===== src/rtl/alu_share_arbiter.sv =====
// Round-robin sequencer that time-shares one combinational ALU between two
// requesters. A winning request is registered, executed for one cycle, and its
// result and flags are held until the owning requester accepts them.
module alu_share_arbiter #(
  parameter int unsigned WORD_LENGTH = 32
) (
  input  logic                   clk,
  input  logic                   reset,

  // Requester 0
  input  logic                   req0_valid,
  output logic                   req0_ready,
  input  logic [3:0]             req0_control,
  input  logic [4:0]             req0_shmt,
  input  logic [WORD_LENGTH-1:0] req0_dataA,
  input  logic [WORD_LENGTH-1:0] req0_dataB,

  // Requester 1
  input  logic                   req1_valid,
  output logic                   req1_ready,
  input  logic [3:0]             req1_control,
  input  logic [4:0]             req1_shmt,
  input  logic [WORD_LENGTH-1:0] req1_dataA,
  input  logic [WORD_LENGTH-1:0] req1_dataB,

  // Shared ALU
  output logic [3:0]             alu_control,
  output logic [4:0]             alu_shmt,
  output logic [WORD_LENGTH-1:0] alu_dataA,
  output logic [WORD_LENGTH-1:0] alu_dataB,
  input  logic [WORD_LENGTH-1:0] alu_dataC,
  input  logic                   alu_carry,
  input  logic                   alu_zero,
  input  logic                   alu_negative,

  // Response 0
  output logic                   rsp0_valid,
  input  logic                   rsp0_ready,
  output logic [WORD_LENGTH-1:0] rsp0_data,
  output logic [2:0]             rsp0_flags,

  // Response 1
  output logic                   rsp1_valid,
  input  logic                   rsp1_ready,
  output logic [WORD_LENGTH-1:0] rsp1_data,
  output logic [2:0]             rsp1_flags,

  // Status
  output logic                   busy,
  output logic                   grant_id
);

  localparam logic [1:0] IDLE = 2'd0;
  localparam logic [1:0] EXEC = 2'd1;
  localparam logic [1:0] RESP = 2'd2;

  logic [1:0]             state;
  logic [1:0]             state_next;

  // Arbitration bookkeeping
  logic                   last_grant;
  logic                   winner;
  logic                   accept;
  logic                   rsp_taken;

  // Operand registers feeding the ALU
  logic [3:0]             op_control;
  logic [4:0]             op_shmt;
  logic [WORD_LENGTH-1:0] op_data_a;
  logic [WORD_LENGTH-1:0] op_data_b;

  // Result capture registers
  logic [WORD_LENGTH-1:0] res_data;
  logic [2:0]             res_flags;

  // Winner selection: on a tie the requester not granted last time wins.
  always_comb begin
    if (req0_valid && req1_valid) begin
      winner = ~last_grant;
    end else begin
      winner = req1_valid && !req0_valid;
    end
  end

  // Accept only from IDLE and never while reset is asserted.
  always_comb begin
    accept     = (state == IDLE) && !reset && (req0_valid || req1_valid);
    req0_ready = accept && !winner;
    req1_ready = accept && winner;
  end

  // Only the owning requester's ready releases the response.
  always_comb begin
    rsp_taken = grant_id ? rsp1_ready : rsp0_ready;
  end

  // Next-state decode for the IDLE -> EXEC -> RESP sequence.
  always_comb begin
    state_next = state;
    case (state)
      IDLE: begin
        if (accept) begin
          state_next = EXEC;
        end
      end
      EXEC: begin
        state_next = RESP;
      end
      RESP: begin
        if (rsp_taken) begin
          state_next = IDLE;
        end
      end
      default: begin
        state_next = IDLE;
      end
    endcase
  end

  // State register.
  always_ff @(posedge clk) begin
    if (reset) begin
      state <= IDLE;
    end else begin
      state <= state_next;
    end
  end

  // Grant tracking; last_grant starts at 1 so requester 0 wins the first tie.
  always_ff @(posedge clk) begin
    if (reset) begin
      grant_id   <= 1'b0;
      last_grant <= 1'b1;
    end else if (accept) begin
      grant_id   <= winner;
      last_grant <= winner;
    end
  end

  // Latch the winner's operands on the accepting edge.
  always_ff @(posedge clk) begin
    if (reset) begin
      op_control <= 4'd0;
      op_shmt    <= 5'd0;
      op_data_a  <= '0;
      op_data_b  <= '0;
    end else if (accept) begin
      if (winner) begin
        op_control <= req1_control;
        op_shmt    <= req1_shmt;
        op_data_a  <= req1_dataA;
        op_data_b  <= req1_dataB;
      end else begin
        op_control <= req0_control;
        op_shmt    <= req0_shmt;
        op_data_a  <= req0_dataA;
        op_data_b  <= req0_dataB;
      end
    end
  end

  // Capture the ALU result and flags at the end of the execute cycle.
  always_ff @(posedge clk) begin
    if (reset) begin
      res_data  <= '0;
      res_flags <= 3'd0;
    end else if (state == EXEC) begin
      res_data  <= alu_dataC;
      res_flags <= {alu_carry, alu_zero, alu_negative};
    end
  end

  // The ALU only ever sees registered operands, never the request ports.
  always_comb begin
    alu_control = op_control;
    alu_shmt    = op_shmt;
    alu_dataA   = op_data_a;
    alu_dataB   = op_data_b;
  end

  // Response outputs are presented only to the owner and read zero otherwise.
  always_comb begin
    rsp0_valid = (state == RESP) && !grant_id;
    rsp1_valid = (state == RESP) && grant_id;
    rsp0_data  = rsp0_valid ? res_data : '0;
    rsp0_flags = rsp0_valid ? res_flags : 3'd0;
    rsp1_data  = rsp1_valid ? res_data : '0;
    rsp1_flags = rsp1_valid ? res_flags : 3'd0;
    busy       = (state != IDLE);
  end

endmodule

===== config.mk =====
export PLATFORM = sky130hd
export DESIGN_NAME = alu_share_arbiter
export DESIGN_NICKNAME = d
export VERILOG_FILES = /design/src/rtl/alu_share_arbiter.sv
export SDC_FILE = /design/constraint.sdc
export NUM_CORES = 1
export LEC_CHECK = 0
export CAP_MARGIN = 20
export CORE_AREA = 4 4 130 132
export CTS_CLUSTER_DIAMETER = 200
export DETAILED_ROUTE_END_ITERATION = 8
export DIE_AREA = 0 0 134 136
export DONT_BUFFER_PORTS = 1
export HOLD_SLACK_MARGIN = 0.1
export PLACE_DENSITY = 0.44
export SETUP_SLACK_MARGIN = 0.02
export SYNTH_ARGS = -nofsm -noshare
export SYNTH_HDL_FRONTEND = slang
export SYNTH_SLANG_ARGS = --single-unit

===== constraint.sdc =====
create_clock -name clk -period 4.5 [get_ports clk]
set_input_delay 0.9 -clock clk [delete_from_list [all_inputs] [get_ports clk]]
set_output_delay 0.9 -clock clk [all_outputs]
set_load 0.01 [all_outputs]

==> results of run 1 <==
==> metrics by stage <==
| step | setup WS, ns | cells | power, W |
|---|---|---|---|
| 3_5_place_dp | 1.58 | 703 | 0.00145 |
| 6_report | 1.53 | 719 | 0.00229 |
| 4_1_cts | 1.49 | 719 | 0.00232 |
| 2_1_floorplan | 1.76 | 536 | 0.00141 |
| 5_1_grt | 1.35 | 719 | 0.00240 |
| 3_3_place_gp | 1.61 | 703 | 0.00145 |
==> critical path, cell delays in order, from the launching register on <==
cell	delay [ns]
dfxtp_1	0.51
and3b_1	0.88
and2_1	0.31
==> synth_stat cells (all sizes together), types with 2 or more instances <==
| library cell | instances | share of area, % |
|---|---|---|
| a21oi | 38 | 4.0 |
| a221o | 61 | 13 |
| a31oi | 12 | 1.5 |
| and2 | 71 | 9.2 |
| and3 | 62 | 8.0 |
| buf | 24 | 4.0 |
| clkbuf | 32 | 2.5 |
| dfxtp | 112 | 46 |
| nand2 | 71 | 5.5 |
| nand2b | 2 | 0.26 |
| nand3 | 12 | 1.2 |
| nand4 | 12 | 1.5 |
| nor2 | 3 | 0.23 |
| nor3 | 3 | 0.54 |
| o21ai | 12 | 1.2 |
==> layout make-up <==
cell class,instances,area share (%)
Multi-Input combinational cell,367,44.4
Sequential cell,112,43.1
Tap cell,216,5.19
Clock buffer,10,4.40
Clock inverter,6,1.80
Timing Repair Buffer,7,1.01
Inverter,1,0.0721
==> flip-flops by register name (all words and copies together) (netlist names) <==
signal and cells:
state 2, alu_dataA 32, res_flags 3, last_grant 1, alu_dataB 32, grant_id 1
alu_shmt 5, alu_control 4, res_data 32
==> worst min-delay path by stage <==
stage                              start  slack [ns]                   endpoint
6_report       res_data[21]$_SDFFE_PP0N_        0.46  res_data[21]$_SDFFE_PP0N_
4_1_cts        res_data[21]$_SDFFE_PP0N_        0.46  res_data[21]$_SDFFE_PP0N_
2_1_floorplan   res_data[0]$_SDFFE_PP0N_        0.44   res_data[0]$_SDFFE_PP0N_
5_1_grt        res_data[24]$_SDFFE_PP0N_        0.48  res_data[24]$_SDFFE_PP0N_
3_5_place_dp   res_data[21]$_SDFFE_PP0N_        0.45  res_data[21]$_SDFFE_PP0N_
3_3_place_gp   res_data[21]$_SDFFE_PP0N_        0.44  res_data[21]$_SDFFE_PP0N_
==> routing by layer <==
metal  global-route usage, %  vias to the layer above
met1                    17.6                     1863
met2                    26.2                      226
met4                    6.17                        2
met3                    5.51                       21
li1                        -                     1860
met5                       0                        -
==> where the power goes <==
group	switching [W]	internal, W	total (W)
Clock	0.000372	0.000492	0.000864
Sequential	0.000107	0.00108	0.00119
Combinational	0.000141	0.0000951	0.000236
==> cell usage in the layout (no fill, tap or decap), types with 2 or more instances in the layout <==
cell type and n:
a21oi_1 37, a221o_1 61, a31oi_1 12, and2_1 71, and3_1 61, buf_4 7
bufinv_16 2, clkbuf_16 9, clkinv_4 3, dfxtp_1 112, nand2_1 71, nand2b_1 2
nand3_1 12, nand4_1 12, nor2_1 3, nor3_1 2, o21ai_0 12
==> cell families (layout without fill, tap and decap cells) <==
family / Yosys count / after routing / synth area share (%)
compound gates: 125 / 125 / 19.7
buf+inv: 57 / 24 / 6.58
flops: 112 / 112 / 46.2
mux: 1 / 1 / 0.206
simple gates: 241 / 241 / 27.3
==> impl_metrics.json, run 1 <==
{
  "rsz0062_at_grt": "false",
  "tightest_slew_ns": 1.02,
  "cp_max_fo": 36,
  "fillers": 1635,
  "final_nets": 685,
  "cts_htree_levels": 3,
  "clkTransAtPathRegs_ns": 0.08,
  "placed_area_um2": 4880,
  "cts_tree": "yes",
  "synth_edf_count": 0,
  "grt-ovfl-total": 0,
  "leakage_nw": 2.10,
  "fin_crit_ns": 2.97,
  "report.final.slew_viol_count": 0,
  "arrival_ns": 2.07,
  "initial_core_util_pct": 30.9,
  "start_kind": "flop",
  "regArea_um2": 2240,
  "final_antenna_net_count": 0,
  "wl_met3_mm": 1.46,
  "yosysUniqueCellTypes": 29,
  "num_vias": 3972,
  "cts_buffer_depth": 2,
  "holdPathStages": 2,
  "num_rows": 46,
  "hp-class": "reg2reg",
  "antenna_found_initial": 1,
  "r2r_slack_ns": 2.02,
  "drv_cap": 0,
  "detail_route.first_pass.iterations": 6,
  "p_per_area_nw_per_um2": 440,
  "endpoint": "rsp1_data[15]",
  "clkSinkCount": 112,
  "dieArea_um2": 18200,
  "ys.warnings.count": 0,
  "num_io_pins": 336,
  "grtUsageTotal_pct": 15.4,
  "worst_ir_drop_vdd_uv": 165,
  "drt_iter0_drc": 249,
  "core-area_um2": 15700,
  "viasPerCell": 5.52,
  "ys_ff_latch": 112,
  "highest_layer": "met5",
  "crit_type": "reg2out",
  "postCtsResizedCells": 0,
  "grt_pass1_vias": 3759,
  "place.gp.congestion": 0.782,
  "skew_ns": 0.0111,
  "final.setup.tns_ns": 0,
  "timing.final.crit_share_pct": 66.1,
  "portBuffers": 0,
  "worstSetupStartpoint": "grant_id$_SDFFE_PP0P_",
  "final_area_um2": 5200,
  "yosysSeqAreaShare_pct": 46.2,
  "cts_buffers": 9,
  "max_freq_ghz": 0.336,
  "die_w_um": 134,
  "diodes": 0,
  "drive_gt1_share_pct": 5.77,
  "finalSetupViolations": 0,
  "async_flop_share_pct": 0,
  "reg2reg_depth": 4,
  "clockRootBuffer": "clkbuf_16",
  "critical_path.endpoint_type": "primary output",
  "hold_buffers": 0,
  "wl_per_cell_um": 21.1,
  "drt-met1-wl_mm": 5.93,
  "syn-cell-area_um2": 4850,
  "grt_max_degree": 74,
  "post_cts_buffers": 0,
  "drc": 0,
  "status": "finished, final reports clean",
  "area_growth_pct": 7.27,
  "multi_input_area_um2": 2310,
  "wl_mm": 15.1,
  "grt_pass1_wl_mm": 21.9,
  "syn-num-nets": 723,
  "maxSlewHeadroom_pct": 32.3,
  "syn_inst": 536,
  "synthFlopType": "dfxtp_1",
  "crit_required_ns": 3.60,
  "hold_viol_final": 0,
  "r2r-end": "alu_dataB[0]$_SDFFE_PP0P_",
  "r2r_start": "state[1]$_SDFFE_PP0P_",
  "place_hpwl_mm": 11.1,
  "hold-worst-slack_ns": 0.457,
  "worstSkewPairLatency_ns": 0.35,
  "syn_avg_cell_area_um2": 9.05,
  "finish.utilization_pct": 33.1,
  "die_h_um": 136,
  "wl_met2_mm": 7.43
}
(Power assumes the default switching activity.)
==> inputs of run 2 (changes only) <==
- CORE_AREA: 4 4 130 132 -> 4 4 129 131
- DIE_AREA: 0 0 134 136 -> 0 0 133 135
- PLACE_DENSITY: 0.44 -> 0.47
- clock period: 4.5 -> 2.55 ns (I/O delays scaled with it)
==> impl_metrics.json, run 2 (synthesis gave the netlist of run 1 again) <==
{
  "status": "finished, final reports clean",
  "die_h_um": 135,
  "grt_pass1_wl_mm": 22.0,
  "num_vias": 4027,
  "place.gp.congestion": 0.772,
  "clockRootBuffer": "clkbuf_16",
  "hold_buffers": 0,
  "die_w_um": 133,
  "met3_usage_pct": 5.14,
  "grt_max_degree": 64,
  "max_freq_ghz": 0.464,
  "worst_ir_drop_vdd_uv": 295,
  "num_io_pins": 336,
  "skew_ns": 0.0106,
  "cts_tree": "yes",
  "placed_area_um2": 4940,
  "crit_required_ns": 2.04,
  "cp_max_fo": 36,
  "grtUsageTotal_pct": 15.4,
  "grt-ovfl-total": 0,
  "crit_type": "reg2out",
  "final.setup.tns_ns": 0,
  "clkTransAtPathRegs_ns": 0.08,
  "drive_gt1_share_pct": 6.71,
  "tightest_slew_ns": 0.803,
  "leakage_nw": 2.11,
  "final_antenna_net_count": 0,
  "start_kind": "flop",
  "worstSkewPairLatency_ns": 0.35,
  "cts_buffers": 9,
  "viasPerCell": 5.56,
  "drc": 0,
  "hold_viol_final": 0,
  "final_common_cell": "dfxtp_1",
  "drt_iter0_drc": 231,
  "antenna_found_initial": 1,
  "post_cts_buffers": 0,
  "area_growth_pct": 7.89,
  "p_per_area_nw_per_um2": 748,
  "cp_slowest_cell": "dfxtp_1",
  "postCtsResizedCells": 0,
  "arrival_ns": 1.64,
  "path_cells": "and3b_1 -> buf_4 -> and2_1",
  "hp-class": "in2reg",
  "grt_use_met2_pct": 26.4,
  "dieArea_um2": 18000,
  "core-area_um2": 15600,
  "cts_htree_levels": 3,
  "maxSlewHeadroom_pct": 46.3,
  "grt_pass1_vias": 3839,
  "timing.final.crit_share_pct": 84.5,
  "num_rows": 46,
  "fin_crit_ns": 2.15,
  "critical_path.endpoint_type": "primary output",
  "wl_mm": 15.0,
  "final_area_um2": 5240,
  "portBuffers": 0,
  "wl_per_cell_um": 20.7,
  "final_nets": 689,
  "finish.utilization_pct": 33.6,
  "report.final.slew_viol_count": 0,
  "slowest_delay_ns": 0.53,
  "rsz0062_at_grt": "false",
  "initial_core_util_pct": 31.1,
  "finalSetupViolations": 0,
  "total_power_w": 0.00392,
  "cts_buffer_depth": 2,
  "use_met1_pct": 17.4,
  "detail_route.first_pass.iterations": 6,
  "place_hpwl_mm": 10.8,
  "busiest_layer": "met2",
  "drv_cap": 0,
  "clkSinkCount": 112,
  "layout_common_cells": "dfxtp_1, and2_1, nand2_1"
}
run 2: where the power goes:
part           switching (W)  internal (W)  total, W
combinational       0.000254      0.000181  0.000435
clock               0.000694      0.000685   0.00138
sequential          0.000193       0.00191   0.00210
total                0.00114       0.00278   0.00392
run 2: layout make-up:
| class | instances | area [um2] |
|---|---|---|
| clock inverters | 7 | 63.8 |
| well taps | 216 | 270 |
| clock buffers | 9 | 225 |
| multi-input cells | 367 | 2320 |
| diodes | 1 | 2.50 |
| flip-flops and latches | 112 | 2240 |
| inverters | 1 | 3.75 |
| fillers | 1614 | 10400 |
| repair buffers | 11 | 108 |
run 2: metrics by stage:
| step | setup WS [ns] | std cells | hold slack (ns) |
|---|---|---|---|
| detailed placement | 0.745 | 707 | 0.450 |
| finish | 0.395 | 724 | 0.225 |
| global route | 0.271 | 724 | 0.200 |
| global placement | 0.775 | 707 | 0.443 |
| CTS | 0.371 | 723 | 0.195 |
| floorplan | 0.585 | 536 | 0.440 |
run 2: routing by layer:
layer | vias to the layer above | routed length [um]
met5 | - | 0
met4 | 0 | 310
met2 | 256 | 7480
li1 | 1876 | -
met1 | 1875 | 5650
met3 | 20 | 1520
run 2: worst max-delay path: cells and delay by family (launching register included):
family                 cells  cell delay [ns]
buffers and inverters      1             0.29
flip-flops                 1             0.53
AND/OR/NAND/NOR            2             0.45
run 2: path summary, 6_finish.rpt:
kind / start / endpoint / slack [ns] / depth (start not counted)
worst max register to register: state[1]$_SDFFE_PP0P_ / alu_dataA[21]$_SDFFE_PP0P_ / 0.74 / 5
worst min register to register: res_data[23]$_SDFFE_PP0N_ / res_data[23]$_SDFFE_PP0N_ / 0.46 / 2
worst min-delay path: reset / alu_dataB[19]$_SDFFE_PP0P_ / 0.23 / 1
worst max-delay path: grant_id$_SDFFE_PP0P_ / rsp1_data[7] / 0.40 / 3
==> inputs of run 3 (changes only) <==
- CORE_AREA: 4 4 129 131 -> 4 4 127 129
- DIE_AREA: 0 0 133 135 -> 0 0 131 133
- PLACE_DENSITY: 0.47 -> 0.46
- clock period: 2.55 -> 2.3 ns (I/O delays scaled with it)
==> impl_metrics.json, run 3 (synthesis gave the netlist of run 1 again) <==
{
  "cp_num_buf_inv": 1,
  "worst_ir_drop_vdd_uv": 323,
  "final_common_cell": "dfxtp_1",
  "finalSetupViolations": 0,
  "crit_required_ns": 1.84,
  "wl_per_cell_um": 22.0,
  "cp_max_fo": 36,
  "grt-ovfl-total": 0,
  "p_int_w": 0.00311,
  "portBuffers": 0,
  "hp-class": "in2reg",
  "clockRootBuffer": "clkbuf_16",
  "grt_pass1_vias": 3666,
  "slowest_delay_ns": 0.50,
  "holdPathStages": 1,
  "die_w_um": 131,
  "drt_iter0_drc": 244,
  "path_cells": "and3b_1 -> buf_4 -> and2_1",
  "final.setup.tns_ns": 0,
  "area_growth_pct": 6.99,
  "grtUsageTotal_pct": 16.1,
  "antenna_found_initial": 0,
  "status": "finished, final reports clean",
  "tightest_slew_ns": 0.726,
  "hold_end": "alu_dataB[19]$_SDFFE_PP0P_",
  "critical_path.endpoint_type": "primary output",
  "detail_route.first_pass.iterations": 5,
  "maxSlewHeadroom_pct": 51.4,
  "fillers": 1554,
  "clkTransAtPathRegs_ns": 0.08,
  "diodes": 0,
  "drc": 0,
  "skew_ns": 0.00843,
  "num_io_pins": 336,
  "pwr-share-seq_pct": 54.3,
  "max_freq_ghz": 0.487,
  "swShare_pct": 27.8,
  "dieArea_um2": 17400,
  "leakage_nw": 2.12,
  "final_nets": 691,
  "crit_type": "reg2out",
  "cp_top_family": "flip-flops",
  "fin_crit_ns": 2.05,
  "reg2reg_depth": 5,
  "final_antenna_net_count": 0,
  "clkSinkCount": 112,
  "postCtsResizedCells": 0,
  "hold_buffers": 0,
  "total_power_w": 0.00430,
  "r2r_slack_ns": 0.62,
  "layout_common_cells": "dfxtp_1, and2_1, nand2_1",
  "cts_tree": "yes",
  "arrival_ns": 1.59,
  "die_h_um": 133,
  "cts_buffers": 9,
  "r2r_start": "state[1]$_SDFFE_PP0P_",
  "p_clk_share_pct": 34.4,
  "initial_core_util_pct": 32.3,
  "p_per_area_nw_per_um2": 829,
  "num_vias": 4002,
  "report.final.slew_viol_count": 0,
  "start_kind": "flop",
  "net-switching-power_w": 0.00119,
  "r2r-end": "alu_dataB[1]$_SDFFE_PP0P_",
  "cp_slowest_cell": "dfxtp_1",
  "worstSkewPairLatency_ns": 0.35,
  "timing.final.crit_share_pct": 89.2,
  "place.gp.congestion": 0.764,
  "grt_pass1_wl_mm": 21.7,
  "num_rows": 45,
  "core-area_um2": 15000,
  "wl_mm": 15.3,
  "place_hpwl_mm": 11.3,
  "grt_max_degree": 64,
  "drv_cap": 0,
  "drive_gt1_share_pct": 6.69,
  "viasPerCell": 5.75,
  "hold_viol_final": 0,
  "cts_htree_levels": 3,
  "min-delay-start": "reset",
  "rsz0062_at_grt": "false",
  "combPwrFrac_pct": 11.3,
  "cts_buffer_depth": 2,
  "post_cts_buffers": 0
}
[run 3: power by group through the flow]
stage	logic (W)	clock network (W)	registers, W
after global placement	0.000477	0	0.00238
after floorplan	0.000436	0	0.00231
final	0.000486	0.00148	0.00234
after CTS	0.000490	0.00154	0.00234
after detailed placement	0.000491	0	0.00238
after global routing	0.000546	0.00161	0.00236
[run 3: routing by layer]
layer	track usage [%]	wire (um)	vias to the layer above
met5	0	0	-
met4	5.60	293	0
met3	5.37	1460	19
met2	26.9	7640	249
met1	19.1	5890	1865
li1	-	-	1869
[run 3: how the worst max path moves through the flow]
| stage | start | to | slack, ns | depth (start not counted) |
|---|---|---|---|---|
| 4_1_cts | grant_id$_SDFFE_PP0P_ | rsp1_data[27] | 0.21 | 3 |
| 5_1_grt | state[1]$_SDFFE_PP0P_ | rsp0_data[19] | 0.14 | 3 |
| 6_report | grant_id$_SDFFE_PP0P_ | rsp1_data[12] | 0.25 | 3 |
| 3_3_place_gp | grant_id$_SDFFE_PP0P_ | rsp1_data[11] | 0.64 | 3 |
| 3_5_place_dp | grant_id$_SDFFE_PP0P_ | rsp1_data[27] | 0.60 | 3 |
| 2_1_floorplan | req0_valid | req1_ready | 0.44 | 6 |
[run 3: layout make-up]
class / instances / area [um2] / area share [%]
sequential: 112 / 2240 / 43.2
tap: 188 / 235 / 4.53
multi-input combinational: 367 / 2310 / 44.6
timing repair buffer: 13 / 123 / 2.36
clock inverter: 3 / 17.5 / 0.337
inverter: 1 / 3.75 / 0.0723
clock buffer: 12 / 256 / 4.94
[run 3: per-stage QoR]
step / hold slack [ns] / cell area (um2) / utilization [%] / std cells / setup WS [ns]
CTS: 0.152 / 5190 / 34.5 / 696 / 0.208
detailed placement: 0.446 / 4920 / 32.7 / 681 / 0.602
finish: 0.176 / 5190 / 34.5 / 696 / 0.248
floorplan: 0.440 / 4850 / - / 536 / 0.435
global route: 0.151 / 5190 / 34.5 / 696 / 0.142
global placement: 0.442 / 4920 / 32.7 / 681 / 0.643
